**config.mk**
```make
export PLATFORM = sky130hd
export DESIGN_NAME = load_store_unit
export DESIGN_NICKNAME = d
export VERILOG_FILES = /design/src/rtl/lsu_pkg.sv /design/src/rtl/load_align_ext.sv /design/src/rtl/load_store_unit.sv
export SDC_FILE = /design/constraint.sdc
export NUM_CORES = 1
export LEC_CHECK = 0
export ABC_AREA = 1
export CAP_MARGIN = 10
export CORE_MARGIN = 2
export CORE_UTILIZATION = 45
export CTS_CLUSTER_DIAMETER = 80
export DETAILED_ROUTE_END_ITERATION = 10
export PLACE_DENSITY = 0.84
export SYNTH_ARGS = -nofsm -noshare
export SYNTH_HDL_FRONTEND = slang
export SYNTH_HIERARCHICAL = 1
export SYNTH_SLANG_ARGS = --single-unit
export TNS_END_PERCENT = 30
```
**constraint.sdc**
```tcl
create_clock -name clk -period 1.69 [get_ports clk]
set_input_delay 0.2535 -clock clk [delete_from_list [all_inputs] [get_ports clk]]
set_output_delay 0.2535 -clock clk [all_outputs]
set_load 0.01 [all_outputs]
```
**src/rtl/lsu_pkg.sv**
```systemverilog
// rtl/lsu_pkg.sv - shared funct3 codes, FSM encoding and fault check for the load/store unit
package lsu_pkg;

  localparam logic [2:0] F3_B  = 3'b000;
  localparam logic [2:0] F3_H  = 3'b001;
  localparam logic [2:0] F3_W  = 3'b010;
  localparam logic [2:0] F3_BU = 3'b100;
  localparam logic [2:0] F3_HU = 3'b101;

  typedef enum logic [1:0] {
    IDLE = 2'b00,
    REQ  = 2'b01,
    WAIT = 2'b10,
    DONE = 2'b11
  } lsu_state_e;

  // Illegal funct3 for the access direction, or an address not aligned to the access size.
  function automatic logic ls_is_fault(input logic we, input logic [2:0] f3, input logic [1:0] a);
    logic bad_f3;
    logic misal;
    if (we) bad_f3 = f3[2] | (f3 == 3'b011);
    else    bad_f3 = (f3 == 3'b011) | (f3 == 3'b110) | (f3 == 3'b111);
    misal = ((f3[1:0] == 2'b01) & a[0]) | ((f3[1:0] == 2'b10) & (a != 2'b00));
    return bad_f3 | misal;
  endfunction

endpackage

```
**src/rtl/load_align_ext.sv**
```systemverilog
// rtl/load_align_ext.sv - selects the addressed byte/half/word of a read word and extends it
module load_align_ext
  import lsu_pkg::*;
(
  input  logic [31:0] rdata,
  input  logic [1:0]  offset,
  input  logic [2:0]  funct3,
  output logic [31:0] result
);

  logic [31:0] w_s;

  assign w_s = rdata >> {offset, 3'b000};

  always_comb begin
    result = w_s;
    case (funct3)
      F3_B:    result = {{24{w_s[7]}}, w_s[7:0]};
      F3_BU:   result = {24'h0, w_s[7:0]};
      F3_H:    result = {{16{w_s[15]}}, w_s[15:0]};
      F3_HU:   result = {16'h0, w_s[15:0]};
      default: result = w_s;
    endcase
  end

endmodule

```
**src/rtl/load_store_unit.sv**
```systemverilog
// rtl/load_store_unit.sv - RV32I load/store unit driving a req/gnt/rvalid data memory port
module load_store_unit
  import lsu_pkg::*;
#(
  parameter int XLEN = 32
) (
  input  logic            clk,
  input  logic            rst_n,
  input  logic            ls_valid,
  input  logic            ls_we,
  input  logic [2:0]      ls_funct3,
  input  logic [XLEN-1:0] ls_addr,
  input  logic [XLEN-1:0] ls_wdata,
  output logic            ls_stall,
  output logic            ls_done,
  output logic            ls_fault,
  output logic [XLEN-1:0] mem_read,
  output logic            dmem_req,
  output logic            dmem_we,
  output logic [XLEN-1:0] dmem_addr,
  output logic [XLEN-1:0] dmem_wdata,
  output logic [3:0]      dmem_be,
  input  logic            dmem_gnt,
  input  logic            dmem_rvalid,
  input  logic [XLEN-1:0] dmem_rdata
);

  lsu_state_e      r_state;
  logic [2:0]      r_funct3;
  logic [1:0]      r_offset;
  logic            r_done;
  logic            r_fault;
  logic            r_req;
  logic            r_we;
  logic [XLEN-1:0] r_addr;
  logic [XLEN-1:0] r_wdata;
  logic [3:0]      r_be;
  logic [XLEN-1:0] r_mem_read;

  logic            w_fault;
  logic [3:0]      w_be;
  logic [XLEN-1:0] w_wdata;
  logic [XLEN-1:0] w_load_data;

  assign w_fault = ls_is_fault(ls_we, ls_funct3, ls_addr[1:0]);

  // Stores replicate the datum across all lanes so the byte enables alone pick the target.
  always_comb begin
    w_be    = 4'b1111;
    w_wdata = '0;
    if (ls_we) begin
      case (ls_funct3[1:0])
        2'b00: begin
          w_be    = 4'b0001 << ls_addr[1:0];
          w_wdata = {4{ls_wdata[7:0]}};
        end
        2'b01: begin
          w_be    = 4'b0011 << {ls_addr[1], 1'b0};
          w_wdata = {2{ls_wdata[15:0]}};
        end
        default: begin
          w_be    = 4'b1111;
          w_wdata = ls_wdata;
        end
      endcase
    end
  end

  load_align_ext u_align (
    .rdata  (dmem_rdata),
    .offset (r_offset),
    .funct3 (r_funct3),
    .result (w_load_data)
  );

  always_ff @(posedge clk or negedge rst_n) begin
    if (!rst_n) begin
      r_state    <= IDLE;
      r_funct3   <= '0;
      r_offset   <= '0;
      r_done     <= 1'b0;
      r_fault    <= 1'b0;
      r_req      <= 1'b0;
      r_we       <= 1'b0;
      r_addr     <= '0;
      r_wdata    <= '0;
      r_be       <= '0;
      r_mem_read <= '0;
    end else begin
      r_done  <= 1'b0;
      r_fault <= 1'b0;
      case (r_state)
        IDLE: begin
          if (ls_valid) begin
            if (w_fault) begin
              r_state <= DONE;
              r_done  <= 1'b1;
              r_fault <= 1'b1;
            end else begin
              r_state  <= REQ;
              r_req    <= 1'b1;
              r_we     <= ls_we;
              r_addr   <= {ls_addr[XLEN-1:2], 2'b00};
              r_wdata  <= w_wdata;
              r_be     <= w_be;
              r_funct3 <= ls_funct3;
              r_offset <= ls_addr[1:0];
            end
          end
        end
        REQ: begin
          if (dmem_gnt) begin
            r_req <= 1'b0;
            if (r_we) begin
              r_state <= DONE;
              r_done  <= 1'b1;
            end else begin
              r_state <= WAIT;
            end
          end
        end
        WAIT: begin
          if (dmem_rvalid) begin
            r_mem_read <= w_load_data;
            r_state    <= DONE;
            r_done     <= 1'b1;
          end
        end
        DONE: r_state <= IDLE;
      endcase
    end
  end

  assign ls_stall   = ls_valid & ~r_done;
  assign ls_done    = r_done;
  assign ls_fault   = r_fault;
  assign mem_read   = r_mem_read;
  assign dmem_req   = r_req;
  assign dmem_we    = r_we;
  assign dmem_addr  = r_addr;
  assign dmem_wdata = r_wdata;
  assign dmem_be    = r_be;

endmodule
```
# Word-level counts from Yosys, hierarchy flattened
# Index checks and enable logic that the tools add are counted.
# totals
in_bits	105
register_bits	109
# classes
n_reduce_logical	9
shift	3
n_eq_ne	15
mux	23
n_bitwise	10
# op_table
cell	count
32-bit one-hot mux with 4 select lines	1
32-bit one-hot mux with 2 select lines	1
32-bit 2-to-1 mux	1
32-bit by 5-bit right shift with 32-bit output	1
3-bit == test (second input constant)	4
1-bit 2-to-1 mux	11
2-bit 2-to-1 mux	4
2-bit inequality test (second input constant)	4
2-bit one-hot mux with 4 select lines	1
4-bit one-hot mux with 2 select lines	1
2-bit == test (second input constant)	3
3-bit AND reduction	2
1-bit OR	5
2-bit by 1-bit == test with 1-bit output (second input constant)	2
2-bit logical NOT	2
4-bit 2-to-1 mux	1
4-bit AND reduction	1
2-bit nonzero test	2
1-bit by 2-bit << shifter with 4-bit output (first input constant)	1
2-bit by 2-bit << shifter with 4-bit output (first input constant)	1
1-bit AND	3
3-bit by 1-bit == test with 1-bit output (second input constant)	1
3-bit by 2-bit == test with 1-bit output (second input constant)	1
3-bit logical NOT	1
other kinds (4)	5

# Depth between registers and ports, before layout
# logic_depth
ltp_word	8
depth_mapped	9
ltp_nobuf	9

# Modules after synthesis
# The synthesis kept the hierarchy.
# by_module_without_submodules
module	cells_per_inst	instances	seq_area_each_um2	area_per_inst_um2
load_store_unit	526	1	2727.6	4839.6
load_align_ext	165	1	0.0	810.8

# Worst setup path after synthesis
# OpenSTA, ideal clock, no wires.
# synth_timing
path_type	register -> register
start	reg r_state[0]
end	reg r_mem_read[0], in the netlist mem_read[0]
n_path_buf	1
t_arrival_ps	1365
synth_period_minus_slack_ps	1489
setup_slack_ps	201
required_time_ps	1565
path_stages_with_launch	6
path_cell_list	dfrtp_1 > inv_1 > ha_1 > nand2_1 > buf_2 > mux2_2
# synth_between
elab_chain_len	2
# synth_lines
element	line	text
from (decl)	load_store_unit.sv:28	lsu_state_e r_state;
from (signal assigned)	load_store_unit.sv:78	r_state <= IDLE;
from (signal assigned)	load_store_unit.sv:96	r_state <= DONE;
from (signal assigned)	load_store_unit.sv:100	r_state <= REQ;
2-bit == test	load_store_unit.sv:92	case (r_state)
2-bit AND reduction (no line)	-	
to (signal assigned)	load_store_unit.sv:124	r_mem_read <= w_load_data;
to (decl)	load_store_unit.sv:38	logic [XLEN-1:0] r_mem_read;
# Every way passes these cells.
# A chain may end at the register's enable or synchronous reset.

# Final worst setup path
# layout_timing
start	reg r_we, in the netlist dmem_we
end	out dmem_we
# layout_rtl
element	line	text
from (decl)	load_store_unit.sv:34	logic r_we;
from (signal assigned)	load_store_unit.sv:102	r_we <= ls_we;
to (decl)	load_store_unit.sv:19	output logic dmem_we,
# No word-level cell between the ends.

==> results.toml <==
[run_status]
status = "finished clean"

[power_and_ir_drop]
pwr-share-seq_pct = 33.4
max-vdd-ir-drop_uv = 963.9
p_int_mw = 8.595
power_frac_comb_pct = 51.6
p_clk_share_pct = 15.1
leakage_nw = 4.047
swShare_pct = 36.99
p_switching_mw = 5.045
power.density_mw_per_mm2 = 1632

[clocking]
cts_made_buffers = 9
clk_latency_ns = 0.35
cts_tree = "yes"
cts_buffer_depth = 2
htreeDepth = 3
clkSinkCount = 109
cts_root_buffer = "clkbuf_16"
postCtsSetupBuffers = 0
clk_pin_slew_ns = 0.08

[setup_path]
cp_slowest_stage_delay_ns = 0.58
crit_buf_inv = 1
crit_path_end_kind = "output pin"
cp_cell_sequence = "clkdlybuf4s50_1"
critPathTopFamily = "buffers and inverters"
cp-start-kind = "flop"
crit_slowest_cell = "clkdlybuf4s50_1"
worstPathArrival_ns = 1.34
path_class = "flop to output pin"
path_max_fanout = 4
required_ns = 1.44

[synthesis]
yosysWarnings = 6
seq_area_frac_synth_pct = 48.27
synthFlopType = "dfrtp_1"
async_flop_share_pct = 100.0
synthCells = 691
synth_cell_types = 28
ys_seq_elements = 109
synth_edf_count = 0
syn_area_mm2 = 0.005650
avgSynthCellArea_um2 = 8.177

[sta]
hold_ws_ns = 0.3727
slew_headroom_pct = 60.10
fin_ws_ns = 0.09294
setup_viol = 0
rsz0062_at_grt = "false"
fin_crit_ns = 1.597
drv_slew = 0
timing.final.hold_violations = 0
fin_skew_ns = 0.008919
fmax_mhz = 626.1
worst_slew_pin_slew_ns = 0.5979
fin_crit_sh_pct = 94.50

[die]
core_mm2 = 0.01211
die_x_um = 116.1
fp.dieH_um = 116.1
placementRows = 40
die_area_mm2 = 0.01347
ios = 210
start_util_pct = 46.65

[layout]
postLayoutCellArea_mm2 = 0.008361
final_common_cell = "nand2_1"
n_antenna_cell = 0
area_delta_synth_final_pct = 47.96
final_nets = 1018
drive_above_1_share_pct = 13.68
nFillCells = 958
mostFrequentLayoutCells = "nand2_1 (289), clkdlybuf4s50_1 (205), dfrtp_1 (108)"
final_cells = 1082

[route]
drcViolationCount = 0
ant_nets = 0
viasPerCell = 5.037
wire_per_inst_um = 14.87
drt-total-wl_mm = 16.08
via_count = 5450
initialDrtViolationCount = 536
first_pass_iters = 6

[global_route]
grt_first_pass_wirelength_mm = 26.19
grt_pass1_vias = 5290
grt_max_degree = 46
antenna_found_initial = 0
grtUsageTotal_pct = 24.86
overflow = 0

[job]
max-cap-violations = 0

[hold_path]
hp-class = "input pin to asynchronous set/reset pin"

[place]
gp_congestion = 0.9063
dp_hpwl_mm = 12.03
place_area_mm2 = 0.008063
place_ws_ns = -0.1043
io_buffer_count = 207
placed_cells = 1065
## timing repair
action,in CTS,in global routing
endpoints found under the hold margin,26,0
hold buffers,1,0
gates resized for setup,2,2
endpoints found under the setup margin,4,72
## routing by layer
layer  vias up  track usage (%)  part of all wire [%]
met4         0            10.40                   2.6
met5         -                0                     0
met3        31            5.021                   8.0
met1      2526            32.70                    43
li1       2643                -                     -
met2       250            40.31                    47
## cell type report
class	instances	area [um2]	area share [%]
inverters	42	160.2	1.916
clock buffers	9	225.2	2.694
clock inverters	7	57.56	0.6884
repair buffers	248	2516	30.10
flip-flops and latches	109	2729	32.64
well taps	168	210.2	2.514
multi-input cells	499	2462	29.45
## cell families after synthesis
group / synth area share, %
and+or+nand+nor: 28.28
DFF: 48.27
buffers and inverters: 8.304
AOI/OAI and AO/OA: 7.817
muxes: 6.377
adders and majority gates: 0.8858
other: 0.06637
## state kept, by name, indices dropped and copies added, names as in the netlist
signal and cells:
r_state 2, ls_fault 1, dmem_wdata 32, dmem_be 4
ls_done 1, dmem_req 1, dmem_addr 30, dmem_we 1
r_funct3 3, mem_read 32, r_offset 2
## per-stage QoR
step | setup TNS (ns) | total power [mW] | util [%]
after floorplan | 0 | 8.009 | -
after global placement | -2.026 | 11.41 | 66.57
after detailed placement | -5.347 | 11.61 | 66.57
after CTS | 0 | 13.72 | 69.00
after global routing | 0 | 14.56 | 69.03
final | 0 | 13.64 | 69.03
## power groups by stage
stage	registers (mW)	clock network, mW	logic (mW)
floorplan	4.97	0	3.04
global placement	4.56	0	6.86
detailed placement	4.55	0	7.06
CTS	4.55	2.09	7.08
global route	4.69	2.18	7.68
finish	4.55	2.05	7.04
## worst paths after layout
path	from	end	slack, ns	cells after the start
max in group asynchronous	rst_n	mem_read[4]$_DFFE_PN0P_	0.70	3
min in group clk	ls_addr[17]	dmem_addr[17]$_DFFE_PN0P_	0.43	3
worst min-delay path	rst_n	dmem_addr[10]$_DFFE_PN0P_	0.37	2
worst min register to register	dmem_wdata[28]$_DFFE_PN0P_	dmem_wdata[28]$_DFFE_PN0P_	0.48	2
worst max-delay path	dmem_we$_DFFE_PN0P_	dmem_we	0.09	1
worst max register to register	r_state[0]$_DFFE_PN0P_	mem_read[13]$_DFFE_PN0P_	0.11	5
## cells in the mapped netlist (4+ instances only)
master      n  share of area [%]
nand2_1   289                 19
dfrtp_1   109                 48
inv_1      38                2.5
o21ai_0    36                3.2
nand3_1    34                3.0
mux2_2     32                6.4
nor2_1     26                1.7
a21oi_1    20                1.8
buf_2      16                1.4
buf_6      16                3.2
nand4_1    12                1.3
o21ai_1    12                1.1
o21ai_2    10                1.5
or2_2       8               0.89
clkbuf_1    7               0.47
nand3_2     5               0.89
ha_1        4               0.89
(Power assumes the default switching activity.)
